`src/rtl/vga_timing_pkg.sv`:
```
// vga_timing_pkg
//   Shared raster timing definitions for the VGA sync generator and the pixel
//   stages that consume its vga_hc/vga_vc outputs.
//   - DEF_* constants: default 640x480@60 timing, counter widths and polarities.
//   - sync_bits_t: the group of signals that travel together through the
//     optional sync delay pipe (hsync, vsync, video_on).
//   - fits(): checks that a counter of a given width can reach total-1.
package vga_timing_pkg;

  localparam int   DEF_H_DISPLAY  = 640;
  localparam int   DEF_H_FP       = 16;
  localparam int   DEF_H_SYNC     = 96;
  localparam int   DEF_H_BP       = 48;
  localparam int   DEF_V_DISPLAY  = 480;
  localparam int   DEF_V_FP       = 10;
  localparam int   DEF_V_SYNC     = 2;
  localparam int   DEF_V_BP       = 33;
  localparam logic DEF_H_POL      = 1'b0;
  localparam logic DEF_V_POL      = 1'b0;
  localparam int   DEF_H_SIZE     = 10;
  localparam int   DEF_V_SIZE     = 10;
  localparam int   MAX_SYNC_DELAY = 7;

  typedef struct packed {
    logic hsync;
    logic vsync;
    logic video_on;
  } sync_bits_t;

  // True when a counter 'size' bits wide can represent 0..total-1.
  function automatic bit fits(input int total, input int size);
    return total <= (1 << size);
  endfunction

endpackage

```
`src/rtl/vga_axis_counter.sv`:
```
// vga_axis_counter
//   One raster axis: a wrapping position counter plus the display / sync window
//   decodes. Decodes are taken from the next-state count so that the parent can
//   register them and have them line up with the counter in the same cycle.
// Ports
//   pixel_clk  in   1     pixel clock
//   reset_n    in   1     asynchronous active-low reset (counter -> TOTAL-1)
//   inc        in   1     advance the counter this edge
//   cnt        out  SIZE  registered position, 0..TOTAL-1
//   disp_nxt   out  1     next position lies in the display window
//   sync_nxt   out  1     next position lies in the sync pulse window
//   zero_nxt   out  1     next position is 0
module vga_axis_counter
  import vga_timing_pkg::*;
#(
  parameter int DISPLAY = DEF_H_DISPLAY,
  parameter int FP      = DEF_H_FP,
  parameter int SYNC    = DEF_H_SYNC,
  parameter int BP      = DEF_H_BP,
  parameter int SIZE    = DEF_H_SIZE
) (
  input  logic            pixel_clk,
  input  logic            reset_n,
  input  logic            inc,
  output logic [SIZE-1:0] cnt,
  output logic            disp_nxt,
  output logic            sync_nxt,
  output logic            zero_nxt
);

  localparam int              TOTAL      = DISPLAY + FP + SYNC + BP;
  localparam logic [SIZE-1:0] LAST       = SIZE'(TOTAL - 1);
  localparam logic [SIZE-1:0] DISP_END   = SIZE'(DISPLAY);
  localparam logic [SIZE-1:0] SYNC_FIRST = SIZE'(DISPLAY + FP);
  localparam logic [SIZE-1:0] SYNC_LAST  = SIZE'(DISPLAY + FP + SYNC - 1);

  if (!fits(TOTAL, SIZE)) begin : g_width_err
    $error("vga_axis_counter: total %0d does not fit in %0d bits", TOTAL, SIZE);
  end

  logic [SIZE-1:0] cnt_nxt;

  always_comb begin
    cnt_nxt = cnt;
    if (inc) begin
      cnt_nxt = (cnt == LAST) ? '0 : cnt + SIZE'(1);
    end
  end

  assign disp_nxt = (cnt_nxt < DISP_END);
  assign sync_nxt = (cnt_nxt >= SYNC_FIRST) && (cnt_nxt <= SYNC_LAST);
  assign zero_nxt = (cnt_nxt == '0);

  // Reset parks the axis on its last position so the first advance lands on 0.
  always_ff @(posedge pixel_clk or negedge reset_n) begin
    if (!reset_n) begin
      cnt <= LAST;
    end else begin
      cnt <= cnt_nxt;
    end
  end

endmodule

```
`src/rtl/vga_sync_gen.sv`:
```
// vga_sync_gen
//   Raster timing generator. Horizontal and vertical axis counters run on
//   pixel_clk while en is high; hsync/vsync/video_on are registered from the
//   next-state decodes and can be delayed SYNC_DELAY extra cycles to match a
//   consumer's pixel latency. Line/frame strobes and frame_cnt stay aligned
//   with vga_hc/vga_vc. en low freezes every register, strobes included.
// Ports
//   pixel_clk    in   1        pixel clock
//   reset_n      in   1        asynchronous active-low reset
//   en           in   1        advance raster; 0 holds all state
//   vga_hc       out  H_SIZE   horizontal position
//   vga_vc       out  V_SIZE   vertical position
//   vga_hsync    out  1        horizontal sync, level H_POL when active
//   vga_vsync    out  1        vertical sync, level V_POL when active
//   video_on     out  1        position inside the visible area
//   line_start   out  1        vga_hc == 0
//   frame_start  out  1        vga_hc == 0 and vga_vc == 0
//   frame_cnt    out  FRAME_W  frames started since reset, wrapping
module vga_sync_gen
  import vga_timing_pkg::*;
#(
  parameter int   H_DISPLAY  = DEF_H_DISPLAY,
  parameter int   H_FP       = DEF_H_FP,
  parameter int   H_SYNC     = DEF_H_SYNC,
  parameter int   H_BP       = DEF_H_BP,
  parameter int   V_DISPLAY  = DEF_V_DISPLAY,
  parameter int   V_FP       = DEF_V_FP,
  parameter int   V_SYNC     = DEF_V_SYNC,
  parameter int   V_BP       = DEF_V_BP,
  parameter logic H_POL      = DEF_H_POL,
  parameter logic V_POL      = DEF_V_POL,
  parameter int   H_SIZE     = DEF_H_SIZE,
  parameter int   V_SIZE     = DEF_V_SIZE,
  parameter int   SYNC_DELAY = 0,
  parameter int   FRAME_W    = 8
) (
  input  logic               pixel_clk,
  input  logic               reset_n,
  input  logic               en,
  output logic [H_SIZE-1:0]  vga_hc,
  output logic [V_SIZE-1:0]  vga_vc,
  output logic               vga_hsync,
  output logic               vga_vsync,
  output logic               video_on,
  output logic               line_start,
  output logic               frame_start,
  output logic [FRAME_W-1:0] frame_cnt
);

  localparam int                H_TOTAL   = H_DISPLAY + H_FP + H_SYNC + H_BP;
  localparam logic [H_SIZE-1:0] H_LAST    = H_SIZE'(H_TOTAL - 1);
  localparam sync_bits_t        SYNC_IDLE = '{hsync: ~H_POL, vsync: ~V_POL, video_on: 1'b0};

  if (SYNC_DELAY < 0 || SYNC_DELAY > MAX_SYNC_DELAY) begin : g_delay_err
    $error("vga_sync_gen: SYNC_DELAY %0d outside 0..%0d", SYNC_DELAY, MAX_SYNC_DELAY);
  end

  logic       h_wrap;
  logic       h_disp_nxt, h_sync_nxt, h_zero_nxt;
  logic       v_disp_nxt, v_sync_nxt, v_zero_nxt;
  sync_bits_t dec_nxt;
  sync_bits_t sync_p [0:SYNC_DELAY];

  // The vertical axis only steps on the edge where the horizontal axis wraps.
  assign h_wrap = en && (vga_hc == H_LAST);

  vga_axis_counter #(
    .DISPLAY (H_DISPLAY),
    .FP      (H_FP),
    .SYNC    (H_SYNC),
    .BP      (H_BP),
    .SIZE    (H_SIZE)
  ) u_h_axis (
    .pixel_clk (pixel_clk),
    .reset_n   (reset_n),
    .inc       (en),
    .cnt       (vga_hc),
    .disp_nxt  (h_disp_nxt),
    .sync_nxt  (h_sync_nxt),
    .zero_nxt  (h_zero_nxt)
  );

  vga_axis_counter #(
    .DISPLAY (V_DISPLAY),
    .FP      (V_FP),
    .SYNC    (V_SYNC),
    .BP      (V_BP),
    .SIZE    (V_SIZE)
  ) u_v_axis (
    .pixel_clk (pixel_clk),
    .reset_n   (reset_n),
    .inc       (h_wrap),
    .cnt       (vga_vc),
    .disp_nxt  (v_disp_nxt),
    .sync_nxt  (v_sync_nxt),
    .zero_nxt  (v_zero_nxt)
  );

  always_comb begin
    dec_nxt          = SYNC_IDLE;
    dec_nxt.hsync    = h_sync_nxt ? H_POL : ~H_POL;
    dec_nxt.vsync    = v_sync_nxt ? V_POL : ~V_POL;
    dec_nxt.video_on = h_disp_nxt && v_disp_nxt;
  end

  // Stage p0: decodes registered alongside the counters.
  // Stages p1..pSYNC_DELAY: plain shift of the sync bits, advancing only with en.
  always_ff @(posedge pixel_clk or negedge reset_n) begin
    if (!reset_n) begin
      line_start  <= 1'b0;
      frame_start <= 1'b0;
      frame_cnt   <= '0;
      for (int i = 0; i <= SYNC_DELAY; i++) begin
        sync_p[i] <= SYNC_IDLE;
      end
    end else if (en) begin
      line_start  <= h_zero_nxt;
      frame_start <= h_zero_nxt && v_zero_nxt;
      if (h_zero_nxt && v_zero_nxt) begin
        frame_cnt <= frame_cnt + FRAME_W'(1);
      end
      sync_p[0] <= dec_nxt;
      for (int i = 1; i <= SYNC_DELAY; i++) begin
        sync_p[i] <= sync_p[i-1];
      end
    end
  end

  assign vga_hsync = sync_p[SYNC_DELAY].hsync;
  assign vga_vsync = sync_p[SYNC_DELAY].vsync;
  assign video_on  = sync_p[SYNC_DELAY].video_on;

endmodule

```
`config.mk`:
```
export PLATFORM = sky130hd
export DESIGN_NAME = vga_sync_gen
export DESIGN_NICKNAME = d
export VERILOG_FILES = /design/src/rtl/vga_timing_pkg.sv /design/src/rtl/vga_axis_counter.sv /design/src/rtl/vga_sync_gen.sv
export SDC_FILE = /design/constraint.sdc
export NUM_CORES = 1
export LEC_CHECK = 0
export CAP_MARGIN = 10
export CORE_MARGIN = 2
export CORE_UTILIZATION = 57
export CTS_CLUSTER_SIZE = 30
export DETAILED_ROUTE_END_ITERATION = 10
export DONT_BUFFER_PORTS = 1
export MAX_ROUTING_LAYER = met4
export PLACE_DENSITY_LB_ADDON = 0.15
export REMOVE_ABC_BUFFERS = 1
export SLEW_MARGIN = 20
export SYNTH_ARGS = -nofsm -noshare
export SYNTH_HDL_FRONTEND = slang
export SYNTH_SLANG_ARGS = --single-unit
```
`constraint.sdc`:
```
create_clock -name pixel_clk -period 2.4 [get_ports pixel_clk]
set_input_delay 0.6 -clock pixel_clk [delete_from_list [all_inputs] [get_ports pixel_clk]]
set_output_delay 0.6 -clock pixel_clk [all_outputs]
set_load 0.02 [all_outputs]
```
==> metrics.txt <==
# TYPE chip_impl_metric gauge
chip_impl_metric{name="grt_pass1_wl",unit="mm"} 8.54
chip_impl_metric{name="synth_top_area_share",unit="%"} 26.3
chip_impl_metric{name="place.detailed.instances",unit=""} 280
chip_impl_metric{name="distinct_cells_synth",unit=""} 55
chip_impl_metric{name="floorplan.rows",unit=""} 21
chip_impl_metric{name="final.setup.worst_slack",unit="ns"} -0.00415
chip_impl_metric{name="average_wire_length_per_cell_after_detail_routing",unit="µm"} 17.7
chip_impl_metric{name="power.density",unit="nW/µm²"} 613
chip_impl_metric{name="vias_per_cell",unit=""} 6.01
chip_impl_info{name="setup.worst_path.class",value="reg2reg"} 1
chip_impl_metric{name="non_filler_cells_final",unit=""} 296
chip_impl_metric{name="setup_tns",unit="ns"} -0.00831
chip_impl_metric{name="finClkSkew",unit="ns"} 0.00744
chip_impl_metric{name="nNetsFinal",unit=""} 256
chip_impl_metric{name="cts_made_buffers",unit=""} 5
chip_impl_metric{name="utilization",unit="%"} 75.3
chip_impl_info{name="critical_path.slowest_cell",value="sky130_fd_sc_hd__dfstp_2"} 1
chip_impl_metric{name="start_util",unit="%"} 59.4
chip_impl_metric{name="route.final.wire_length",unit="mm"} 5.24
chip_impl_metric{name="cp_data_required_time",unit="ns"} 2.63
chip_impl_info{name="ys.flop_type",value="sky130_fd_sc_hd__dfrtp_1"} 1
chip_impl_info{name="worst_setup_path_end_kind",value="flop"} 1
chip_impl_metric{name="postSynth.asyncResetShare",unit="%"} 100
chip_impl_metric{name="synth_warnings",unit=""} 0
chip_impl_metric{name="drive_above_1_share",unit="%"} 40.0
chip_impl_metric{name="grt_max_degree",unit=""} 22
chip_impl_info{name="netlist_top_cells_count",value="sky130_fd_sc_hd__dfrtp_1, sky130_fd_sc_hd__nand2_1, sky130_fd_sc_hd__xnor2_1"} 1
chip_impl_metric{name="cts.path.max_buffers",unit=""} 2
chip_impl_metric{name="core_region_area",unit="µm²"} 3360
chip_impl_metric{name="finalHoldViolations",unit=""} 0
chip_impl_metric{name="fraction_of_the_cycle_the_final_worst_path_needs",unit="%"} 100
chip_impl_metric{name="io_buffers",unit=""} 0
chip_impl_info{name="path_cells",value="ha_4, and4_4, nand4_1, nor3_2, mux2i_1, nor4_4, buf_4, nand4_1, xnor2_1"} 1
chip_impl_metric{name="setup_violations",unit=""} 3
chip_impl_metric{name="track_usage",unit="%"} 28.2
chip_impl_metric{name="gp_congestion",unit=""} 0.908
chip_impl_metric{name="finalPower",unit="W"} 0.00155
chip_impl_metric{name="synth_area",unit="µm²"} 2000
chip_impl_metric{name="drt.antenna.violating_nets",unit=""} 0
chip_impl_info{name="rsz_0062_raised_after_global_routing",value="yes"} 1
chip_impl_metric{name="internal_power",unit="W"} 0.00106
chip_impl_metric{name="path_clk_slew",unit="ns"} 0.11
chip_impl_metric{name="power.share.switching",unit="%"} 31.6
chip_impl_info{name="violations",value="negative setup slack"} 1
chip_impl_metric{name="ir_worst_vdd",unit="V"} 0.000690
chip_impl_metric{name="grt_antenna_before_repair",unit=""} 0
chip_impl_metric{name="worst-endpoint-arrival",unit="ns"} 2.63
chip_impl_metric{name="place.detailed.hpwl",unit="mm"} 3.62
chip_impl_metric{name="synth-seq-cells",unit=""} 33
chip_impl_metric{name="average_instance_area_after_synthesis",unit="µm²"} 9.89
chip_impl_info{name="clk_root_buffer_cell",value="sky130_fd_sc_hd__clkbuf_4"} 1
chip_impl_metric{name="syn2layout_area_growth",unit="%"} 26.8
chip_impl_metric{name="seq_power_share",unit="%"} 43.2
chip_impl_metric{name="final-max-slew-violation-count",unit=""} 0
chip_impl_metric{name="floorplan.io_pins",unit=""} 36
chip_impl_metric{name="maxClockFrequency",unit="MHz"} 416
chip_impl_info{name="status",value="complete, but fails checks"} 1
chip_impl_metric{name="critical_path.max_stage_delay",unit="ns"} 0.57
chip_impl_metric{name="grt_remaining_overflow",unit=""} 0
chip_impl_metric{name="fp.dieH",unit="µm"} 63.2
chip_impl_info{name="synth.area.top_cells",value="sky130_fd_sc_hd__dfrtp_1, sky130_fd_sc_hd__dfstp_2, sky130_fd_sc_hd__xnor2_1"} 1
chip_impl_metric{name="fp.dieArea",unit="µm²"} 3990
chip_impl_metric{name="route.detailed.drc",unit=""} 0
chip_impl_metric{name="worst_r2r_path_depth",unit=""} 9
chip_impl_info{name="setup.worst_path.start_class",value="flop"} 1
chip_impl_metric{name="placed_area",unit="µm²"} 2290
chip_impl_metric{name="drt-initial-drc-count",unit=""} 75
chip_impl_info{name="cpMostUsedCell",value="sky130_fd_sc_hd__nand4_1"} 1
chip_impl_metric{name="seq_area_frac_synth",unit="%"} 42.1
chip_impl_info{name="worstHoldPathType",value="in2async"} 1
chip_impl_info{name="cts_tree",value="yes"} 1
chip_impl_metric{name="synth_enable_flop_cells",unit=""} 0
chip_impl_metric{name="power.leakage",unit="nW"} 1.11
chip_impl_info{name="synth.most_common_cell",value="sky130_fd_sc_hd__dfrtp_1"} 1
chip_impl_metric{name="maxCapViolations",unit=""} 0
chip_impl_metric{name="ctsHtreeMaxLevel",unit=""} 2
chip_impl_metric{name="net-switching-power",unit="W"} 0.000491
chip_impl_metric{name="worst_pin_slew",unit="ns"} 0.942
chip_impl_metric{name="pwr-share-comb",unit="%"} 28.3
chip_impl_metric{name="n_antenna_cell",unit=""} 0
chip_impl_metric{name="power.clock.fraction",unit="%"} 28.5
chip_impl_metric{name="number_of_optimization_iterations_in_the_first_detailed_route_pass",unit=""} 4
chip_impl_metric{name="max_slew_margin",unit="%"} 37.0
chip_impl_metric{name="first_global_vias",unit=""} 1804
chip_impl_metric{name="critPathMaxFanout",unit=""} 6
chip_impl_metric{name="synth_cells",unit=""} 202
chip_impl_info{name="netlist.top_cell.by_area",value="sky130_fd_sc_hd__dfrtp_1"} 1
chip_impl_metric{name="final.min_clock_period",unit="ns"} 2.40
chip_impl_metric{name="via_count",unit=""} 1780
chip_impl_metric{name="final_area",unit="µm²"} 2530
chip_impl_metric{name="clock_latency",unit="ns"} 0.34
chip_impl_metric{name="tritoncts_num_sinks",unit=""} 33
chip_impl_metric{name="floorplan.die.width",unit="µm"} 63.2
[registers in the layout (all words and copies together), names as in the netlist]
| name | flops |
|---|---|
| frame_start | 1 |
| u_v_axis.cnt | 10 |
| vga_hsync | 1 |
| u_h_axis.cnt | 10 |
| frame_cnt | 8 |
| vga_vsync | 1 |
| video_on | 1 |
| line_start | 1 |
[cell families (layout without fill, tap and decap cells)]
family                     count (synthesis)  after routing  synth area share, %
AOI/OAI and AO/OA                         35             35                 12.9
adders and majority gates                  4              4                 2.50
buffers and inverters                     17             65                 5.07
and+or+nand+nor                           91             91                 27.2
xor gates and xnor gates                  17             17                 7.45
DFF                                       33             33                 42.1
muxes                                      5              5                 2.82
[final timing paths]
path / start / to / slack, ns
worst max-delay path: u_h_axis.cnt[0] / frame_cnt[3] / -0.004
worst min-delay path: reset_n / u_h_axis.cnt[3] / 0.09
worst max register to register: u_h_axis.cnt[0] / frame_cnt[3] / -0.004
worst min register to register: vga_hsync / vga_hsync / 0.55
max in group asynchronous: reset_n / u_h_axis.cnt[5] / 0.92
min in group pixel_clk: en / u_h_axis.cnt[0] / 0.31
[per-layer routing]
| layer | routed length (µm) | part of all wire (%) | vias to the layer above | track usage, % |
|---|---|---|---|---|
| met5 | 0 | 0 | - | - |
| li1 | - | - | 820 | - |
| met1 | 2120 | 41 | 869 | 34.7 |
| met3 | 315 | 6.0 | 15 | 5.18 |
| met2 | 2680 | 51 | 76 | 46.8 |
| met4 | 112 | 2.1 | 0 | 10.1 |
[power groups by stage]
stage	clock network, W	logic (W)	registers, W
floorplan	0	0.000148	0.000765
global placement	0	0.000378	0.000671
detailed placement	0	0.000390	0.000674
CTS	0.000445	0.000430	0.000670
global route	0.000469	0.000479	0.000681
finish	0.000442	0.000440	0.000671
[metrics by stage]
step | hold WS (ns) | worst slack, ns
floorplan | 0.304 | -0.295
global placement | 0.305 | -0.128
detailed placement | 0.305 | -0.176
CTS | 0.0858 | 0.00261
global route | 0.0706 | -0.123
finish | 0.0910 | -0.00415
[timing repair]
item / 4_1_cts / 5_1_grt
gates resized for setup: 14 / 8
setup buffers: 4 / 3
hold endpoints to repair: 21 / 0
pin swaps: 9 / 9
hold buffers: 1 / 0
cloned: 0 / 0
setup endpoints to repair: 11 / 10
[layout make-up]
class                      count  area [µm²]
multi-input combinational    152        1150
inverter                       8        30.0
clock buffer                   7        55.1
fill                         262         830
clock inverter                 1        30.0
sequential                    33         842
tap                           46        57.6
timing repair buffer          49         370
[worst max-delay path: cells and delay by family, from the launching register on]
kind,cells,cell delay [ns]
xor+xnor,1,0.15
simple gates,5,1.08
mux,1,0.15
flops,1,0.57
fa+ha+maj,1,0.13
buf+inv,1,0.19
[layout by cell type (no fill, tap or decap), types with 3 or more instances in the layout]
master / instances
sky130_fd_sc_hd__a21oi_1: 5
sky130_fd_sc_hd__nor2_1: 10
sky130_fd_sc_hd__inv_1: 8
sky130_fd_sc_hd__nand2_1: 17
sky130_fd_sc_hd__and4_1: 3
sky130_fd_sc_hd__and3_1: 9
sky130_fd_sc_hd__clkbuf_4: 5
sky130_fd_sc_hd__o21ai_0: 9
sky130_fd_sc_hd__nor3_1: 4
sky130_fd_sc_hd__dfstp_2: 12
sky130_fd_sc_hd__a31oi_1: 3
sky130_fd_sc_hd__buf_4: 48
sky130_fd_sc_hd__and2_1: 6
sky130_fd_sc_hd__nand3_1: 10
sky130_fd_sc_hd__nand4_1: 10
sky130_fd_sc_hd__ha_1: 3
sky130_fd_sc_hd__xnor2_1: 14
sky130_fd_sc_hd__dfrtp_1: 20
No activity file was read; power rests on OpenSTA's default activity.
